===== config.mk =====
export PLATFORM = sky130hd
export DESIGN_NAME = uart_rx
export DESIGN_NICKNAME = d
export VERILOG_FILES = /design/src/rtl/uart_pkg.sv /design/src/rtl/sync2.sv /design/src/rtl/uart_rx.sv
export SDC_FILE = /design/constraint.sdc
export NUM_CORES = 1
export LEC_CHECK = 0
export CORE_ASPECT_RATIO = 1.4
export CORE_MARGIN = 2
export CORE_UTILIZATION = 45
export DETAILED_ROUTE_END_ITERATION = 10
export HOLD_SLACK_MARGIN = 0.08
export PLACE_DENSITY = 0.66
export SYNTH_ARGS = -nofsm -noshare
export SYNTH_HDL_FRONTEND = slang
export SYNTH_HIERARCHICAL = 1
export SYNTH_SLANG_ARGS = --single-unit

===== constraint.sdc =====
create_clock -name clk -period 2.7 [get_ports clk]
set_input_delay 0.675 -clock clk [delete_from_list [all_inputs] [get_ports clk]]
set_output_delay 0.675 -clock clk [all_outputs]
set_load 0.02 [all_outputs]

===== src/rtl/uart_pkg.sv =====
// Shared UART definitions: frame width, default baud divisor, FSM state types.
// Latency: n/a (types and constants only).
// Backpressure: n/a.
package uart_pkg;

    localparam int UART_DATA_BITS    = 8;
    localparam int UART_CLKS_PER_BIT = 868;  // 100 MHz / 115200, shared by both link ends

    typedef enum logic [2:0] {
        RX_IDLE,
        RX_START,
        RX_DATA,
        RX_STOP,
        RX_BREAK
    } uart_rx_state_t;

endpackage


===== src/rtl/sync2.sv =====
// Generic two-flop synchronizer for asynchronous single-bit inputs.
// Latency: 2 clk cycles from d to q.
// Backpressure: none.
module sync2 #(
    parameter logic RESET_VAL = 1'b1
) (
    input  logic clk,
    input  logic rst,
    input  logic d,
    output logic q
);

    logic meta_d, meta_q;
    logic sync_d, sync_q;

    always_comb begin
        meta_d = d;
        sync_d = meta_q;
    end

    always_ff @(posedge clk) begin
        if (rst) begin
            meta_q <= RESET_VAL;
            sync_q <= RESET_VAL;
        end else begin
            meta_q <= meta_d;
            sync_q <= sync_d;
        end
    end

    assign q = sync_q;

endmodule


===== src/rtl/uart_rx.sv =====
// 8N1 UART receiver: recovers bytes from the rx pin, strobes valid or frame_err.
// Latency: strobe 3 + CLKS_PER_BIT/2 + 9*CLKS_PER_BIT cycles after the start edge at the pin.
// Backpressure: none; the consumer must take data in the valid cycle.
module uart_rx
    import uart_pkg::*;
#(
    parameter int CLKS_PER_BIT = UART_CLKS_PER_BIT
) (
    input  logic                      clk,
    input  logic                      rst,
    input  logic                      rx,
    output logic [UART_DATA_BITS-1:0] data,
    output logic                      valid,
    output logic                      frame_err,
    output logic                      busy
);

    localparam int CW   = $clog2(CLKS_PER_BIT);
    localparam int BI_W = $clog2(UART_DATA_BITS);
    localparam logic [CW-1:0]   BIT_RELOAD  = CW'(CLKS_PER_BIT - 1);
    localparam logic [CW-1:0]   HALF_RELOAD = CW'(CLKS_PER_BIT / 2 - 1);
    localparam logic [BI_W-1:0] LAST_BIT    = BI_W'(UART_DATA_BITS - 1);

    logic rx_s;

    uart_rx_state_t            state_d, state_q;
    logic [CW-1:0]             baud_d, baud_q;
    logic [BI_W-1:0]           bit_idx_d, bit_idx_q;
    logic [UART_DATA_BITS-1:0] shift_d, shift_q;
    logic [UART_DATA_BITS-1:0] data_d, data_q;
    logic                      valid_d, valid_q;
    logic                      ferr_d, ferr_q;
    logic                      busy_d, busy_q;
    logic                      baud_zero;

    sync2 #(.RESET_VAL(1'b1)) u_rx_sync (
        .clk (clk),
        .rst (rst),
        .d   (rx),
        .q   (rx_s)
    );

    assign baud_zero = (baud_q == '0);

    always_comb begin
        state_d   = state_q;
        baud_d    = baud_q;
        bit_idx_d = bit_idx_q;
        shift_d   = shift_q;
        data_d    = data_q;
        valid_d   = 1'b0;
        ferr_d    = 1'b0;

        unique case (state_q)
            RX_IDLE: begin
                if (!rx_s) begin
                    bit_idx_d = '0;
                    baud_d    = HALF_RELOAD;
                    state_d   = RX_START;
                end
            end
            RX_START: begin
                if (baud_zero) begin
                    baud_d  = BIT_RELOAD;
                    // A start bit that is high again at mid-bit was only a glitch
                    state_d = rx_s ? RX_IDLE : RX_DATA;
                end else begin
                    baud_d = baud_q - 1'b1;
                end
            end
            RX_DATA: begin
                if (baud_zero) begin
                    baud_d             = BIT_RELOAD;
                    shift_d[bit_idx_q] = rx_s;
                    bit_idx_d          = bit_idx_q + 1'b1;
                    if (bit_idx_q == LAST_BIT) begin
                        state_d = RX_STOP;
                    end
                end else begin
                    baud_d = baud_q - 1'b1;
                end
            end
            RX_STOP: begin
                if (baud_zero) begin
                    baud_d = BIT_RELOAD;
                    if (rx_s) begin
                        data_d  = shift_q;
                        valid_d = 1'b1;
                        state_d = RX_IDLE;
                    end else begin
                        ferr_d  = 1'b1;
                        state_d = RX_BREAK;
                    end
                end else begin
                    baud_d = baud_q - 1'b1;
                end
            end
            RX_BREAK: begin
                // Hold off until the line returns high so a break is not seen as 0x00 frames
                if (rx_s) begin
                    state_d = RX_IDLE;
                end
            end
            default: state_d = RX_IDLE;
        endcase

        busy_d = (state_d != RX_IDLE);
    end

    always_ff @(posedge clk) begin
        if (rst) begin
            state_q   <= RX_IDLE;
            baud_q    <= '0;
            bit_idx_q <= '0;
            shift_q   <= '0;
            data_q    <= '0;
            valid_q   <= 1'b0;
            ferr_q    <= 1'b0;
            busy_q    <= 1'b0;
        end else begin
            state_q   <= state_d;
            baud_q    <= baud_d;
            bit_idx_q <= bit_idx_d;
            shift_q   <= shift_d;
            data_q    <= data_d;
            valid_q   <= valid_d;
            ferr_q    <= ferr_d;
            busy_q    <= busy_d;
        end
    end

    assign data      = data_q;
    assign valid     = valid_q;
    assign frame_err = ferr_q;
    assign busy      = busy_q;

endmodule


==> Word level (Yosys, flattened, before mapping) <==
Cells that the tools add are included.
{ "word_totals": {"output_inout_bits": 11, "ff_bits": 37, "inputBits": 3} }
{ "op_classes": {"order_cmp": 2, "reduce_logical": 12, "n_eq_ne": 7, "bitwise": 2, "mux": 20, "n_addsub": 2} }
{ "ops": {"columns": ["op", "count"], "rows": [
  ["3-bit 2-to-1 mux", 9],
  ["10-bit 2-to-1 mux", 2],
  ["10-bit case mux with 2 select lines", 1],
  ["3-bit case mux with 5 select lines", 1],
  ["10-bit logical NOT", 1],
  ["10-bit by 1-bit subtractor with 10-bit output, second input constant", 1],
  ["8-bit bitwise mux", 1],
  ["3-bit by 2-bit equality test with 1-bit output, second input constant", 2],
  ["3-bit equality test, second input constant", 2],
  ["3-bit case mux with 2 select lines", 1],
  ["3-bit AND reduction", 2],
  ["3-bit OR reduction", 2],
  ["3-bit by 4-bit less-than comparator with 1-bit output, second input constant", 1],
  ["2-bit inequality test, second input constant", 2],
  ["2-bit AND reduction", 2],
  ["2-bit nonzero test", 2],
  ["3-bit by 1-bit adder with 3-bit output, second input constant", 1],
  ["1-bit demux with 3-bit select", 1],
  ["3-bit by 1-bit equality test with 1-bit output, second input constant", 1],
  ["3-bit by 1-bit >= comparator with 1-bit output, second input constant", 1],
  ["3-bit logical NOT", 1],
  ["1-bit 2-to-1 mux", 3],
  ["3-bit nonzero test", 1],
  ["2-bit 2-to-1 mux", 1],
  ["2 further kinds", 3]
]} }

==> Longest topological paths before layout <==
{ "depth": {"ltp_word": 5, "depth_mapped": 6, "depth_no_buf": 6} }

==> Cells and area by module <==
The synthesis kept the hierarchy.
{ "by_module_without_submodules": {"columns": ["mod", "area_per_inst_um2", "cells_per_inst", "instances", "seq_area_each_um2"], "rows": [
  ["uart_rx", 1636.6, 184, 1, 700.7],
  ["sync2", 52.6, 4, 1, 40.0]
]} }

==> Worst setup path after synthesis <==
No wires, ideal clock.
{ "synth_timing": {"path_kind": "register -> register", "from": "register baud_q[0]", "to": "register data_q[0], in the netlist data[0]", "slack_ps": 643, "setup_time_ps": 128, "stages_incl_launch_ff": 7, "t_required_ps": 2572, "arrival_ps": 1930, "n_path_buf": 0, "synth_period_minus_slack_ps": 2057, "path_cell_list": "dfxtp_1 > inv_1 > ha_1 > or4b_4 > nor4_4 > mux2i_1 > nor2_1"} }
{ "synth_between": {"elab_chain_len": 2} }
{ "synth_lines": {"columns": ["element", "line_no", "text"], "rows": [
  ["start: declaration", "uart_rx.sv:27", "logic [CW-1:0] baud_d, baud_q;"],
  ["start signal: assignment", "uart_rx.sv:122", "baud_q <= baud_d;"],
  ["10-bit logical NOT", "uart_rx.sv:43", "assign baud_zero = (baud_q == '0);"],
  ["3-bit AND reduction (no line)", null, null],
  ["end signal: assignment", "uart_rx.sv:125", "data_q <= data_d;"],
  ["end: declaration", "uart_rx.sv:30", "logic [UART_DATA_BITS-1:0] data_d, data_q;"]
]} }
Every way passes these cells.
A chain may end at the register's enable or synchronous reset.

==> Worst setup path after layout <==
{ "layout_timing": {"from": "register baud_q[0]", "to": "register state_q[0]"} }
{ "layout_between": {"elab_chain_len": 3, "word_cells_on_any_way": 5, "classes_between": "4 x mux; 1 x reduce/logical"} }
{ "layout_lines": {"columns": ["element", "line_no", "text"], "rows": [
  ["10-bit logical NOT *", "uart_rx.sv:43", null],
  ["3-bit 2-to-1 mux, on equally long branches", "uart_rx.sv:84, uart_rx.sv:63, uart_rx.sv:72", null],
  ["3-bit case mux with 5 select lines *", "uart_rx.sv:54", "unique case (state_q)"],
  ["end signal: assignment", "uart_rx.sv:121", "state_q <= state_d;"],
  ["end: declaration", "uart_rx.sv:26", "uart_rx_state_t state_d, state_q;"]
]} }
Mark *: on every way between the ends. The rest lies on a longest branch, timed or not.

==> results.json <==
{
  "io_buffers": 13,
  "layout.cells.non_filler": 242,
  "met2WireLength_um": 2112,
  "post-dp-hpwl_um": 2743,
  "route.detailed.drc": 0,
  "viasPerCell": 6.190,
  "slew_viol_final": 0,
  "reg2reg_slack_ps": 500,
  "utilization_pct": 53.67,
  "endpoint": "state_q[0]$_SDFF_PP0_",
  "dr.pass1.iters": 4,
  "synth.ff_latch_count": 37,
  "wl_per_cell_um": 15.96,
  "syn_to_final_growth_pct": 14.74,
  "yosysWarnings": 6,
  "power_density_nw_per_um2": 569.3,
  "grt_pass1_wl_um": 6672,
  "antenna_found_initial": 0,
  "setup.worst_path.start": "baud_q[0]$_SDFFE_PP0P_",
  "whs_ps": 407.1,
  "async_reset_ff_share_pct": 0,
  "fmaxAchievable_mhz": 454.4,
  "hold_buffers": 0,
  "dpl.cell_count": 236,
  "r2r_cells": 6,
  "num-fill-cells": 337,
  "die_x_um": 55.78,
  "synth_edf_count": 0,
  "hold_path_depth": 1,
  "wl_met3_um": 131,
  "core-area_um2": 3611,
  "cts_tree": "built",
  "hp-class": "reg2reg",
  "diodes": 0,
  "ys_seq_area_share_pct": 43.85,
  "ioPinCount": 14,
  "skew_ps": 5.046,
  "yosys_most_used_dff": "dfxtp_1",
  "row_count": 26,
  "finalWirelength_um": 3862,
  "synth_nets": 194,
  "placed_area_um2": 1864,
  "place.gp.congestion": 0.8363,
  "end_kind": "flop",
  "cts_resized": 0,
  "gr-total-overflow": 0,
  "cts-root-buf": "clkbuf_8",
  "peakVddDrop_mv": 0.4136,
  "htreeDepth": 2,
  "met1_length_um": 1532,
  "drtAntennaViolNets": 0,
  "start_kind": "flop",
  "clockBufferDepth": 2,
  "clock_latency_ps": 290,
  "fin_ws_ps": 499.4,
  "fin_setup_tns_ps": 0,
  "place_ws_ps": 490.9,
  "ys_types": 47,
  "grt_max_degree": 20,
  "vias": 1498,
  "fin_crit_ps": 2201,
  "grt_use_total_pct": 20.01,
  "dieArea_um2": 4267,
  "drv_cap": 0,
  "cts_setup_buffers": 0,
  "finalHoldViolCount": 0,
  "avgSynthCellArea_um2": 8.985,
  "cp_max_fo": 5,
  "rsz0062_at_grt": "no",
  "clk_pin_slew_ps": 70,
  "reg2reg_from": "baud_q[0]$_SDFFE_PP0P_",
  "setup_violations": 0,
  "synthCells": 188,
  "cp_data_required_time_ps": 2850,
  "cts_made_buffers": 5,
  "r2r-end": "state_q[0]$_SDFF_PP0_",
  "cts_sinks": 37,
  "stdcell_area_um2": 1938,
  "netlist_area_um2": 1689,
  "first_global_vias": 1457,
  "tightest_slew_ps": 502.4,
  "slew-limit-headroom_pct": 66.40,
  "routed.top_layer": "met4",
  "status": "finished clean",
  "drive_gt1_share_pct": 8.500,
  "crit_arrival_ps": 2350,
  "initial_core_util_pct": 46.78,
  "power_leakage_nw": 0.6488,
  "power_mw": 1.103,
  "die_h_um": 76.49,
  "final_nets": 207,
  "finalCritPeriodShare_pct": 81.50,
  "drt_iter0_markers": 50,
  "crit_type": "reg2reg"
}
cells in the mapped netlist, types with 2 or more instances:
master | instances | area [um2]
dfxtp_1 | 37 | 740.7
a21oi_1 | 16 | 80.08
nor2_1 | 16 | 60.06
nand3_1 | 14 | 70.07
clkbuf_1 | 11 | 41.29
mux2i_1 | 9 | 90.09
o21ai_0 | 8 | 40.04
nand4_1 | 7 | 43.79
nand2_1 | 6 | 22.52
nor3_1 | 6 | 30.03
a221oi_1 | 3 | 26.28
a31oi_1 | 3 | 18.77
ha_1 | 3 | 37.54
inv_1 | 3 | 11.26
nand2b_1 | 3 | 18.77
nor2b_1 | 3 | 18.77
o31ai_1 | 3 | 22.52
or4_1 | 3 | 22.52
a21o_1 | 2 | 15.01
and4_1 | 2 | 17.52
nand4b_1 | 2 | 17.52
nor4_1 | 2 | 12.51
or2_1 | 2 | 12.51
critical path: stages (launching register included):
cell and delay (ps):
dfxtp_1 320, inv_1 90, ha_1 220, or4b_4 520, nor3_2 320, a311oi_1 150, a2111oi_0 440
where the power goes:
group	internal [mW]	switching (mW)
clock	0.169	0.181
sequential	0.562	0.0227
combinational	0.0639	0.104
routing by layer:
metal / vias to the layer above / track usage [%]
met5: - / 0
met4: 0 / 10.73
met3: 9 / 4.924
met2: 30 / 34.76
met1: 728 / 21.95
li1: 731 / -
logic make-up after synthesis:
logic type	share of synthesized area, %
AO/OA/AOI/OAI	17.71
XOR/XNOR	0.5186
adder cells (fa/ha/maj)	2.222
buffers and inverters	3.555
flip-flops	43.85
multiplexers	5.334
AND/OR/NAND/NOR	26.82
how the worst min path moves through the flow:
stage	slack, ps	end	start
after floorplan	380	u_rx_sync/q$_SDFF_PP1_	u_rx_sync/meta_q$_SDFF_PP1_
after global placement	390	u_rx_sync/q$_SDFF_PP1_	u_rx_sync/meta_q$_SDFF_PP1_
after detailed placement	390	u_rx_sync/q$_SDFF_PP1_	u_rx_sync/meta_q$_SDFF_PP1_
after CTS	410	u_rx_sync/q$_SDFF_PP1_	u_rx_sync/meta_q$_SDFF_PP1_
after global routing	430	u_rx_sync/q$_SDFF_PP1_	u_rx_sync/meta_q$_SDFF_PP1_
final	410	u_rx_sync/q$_SDFF_PP1_	u_rx_sync/meta_q$_SDFF_PP1_
flip-flops by register name, summed over array words and instances, names as in the netlist:
name              flops
u_rx_sync/meta_q      1
u_rx_sync/q           1
data                  8
busy                  1
valid                 1
frame_err             1
bit_idx_q             3
shift_q               8
state_q               3
baud_q               10
final cells by class:
type	count	area [um2]	share of cell area (%)
repair buffers	18	167.7	8.651
well taps	42	52.55	2.711
flip-flops and latches	37	740.7	38.22
multi-input cells	135	888.4	45.84
clock buffers	5	68.82	3.551
inverters	4	15.01	0.7747
clock inverters	1	5.005	0.2582
placed cells by master (no fill, tap or decap), types with 6 or more instances in the layout:
| cell type | count |
|---|---|
| a21oi_1 | 16 |
| clkdlybuf4s50_1 | 13 |
| dfxtp_1 | 37 |
| mux2i_1 | 9 |
| nand2_1 | 6 |
| nand3_1 | 14 |
| nand4_1 | 7 |
| nor2_1 | 16 |
| nor3_1 | 6 |
| o21ai_0 | 8 |
Note: power is estimated with default switching activity, not from simulation.
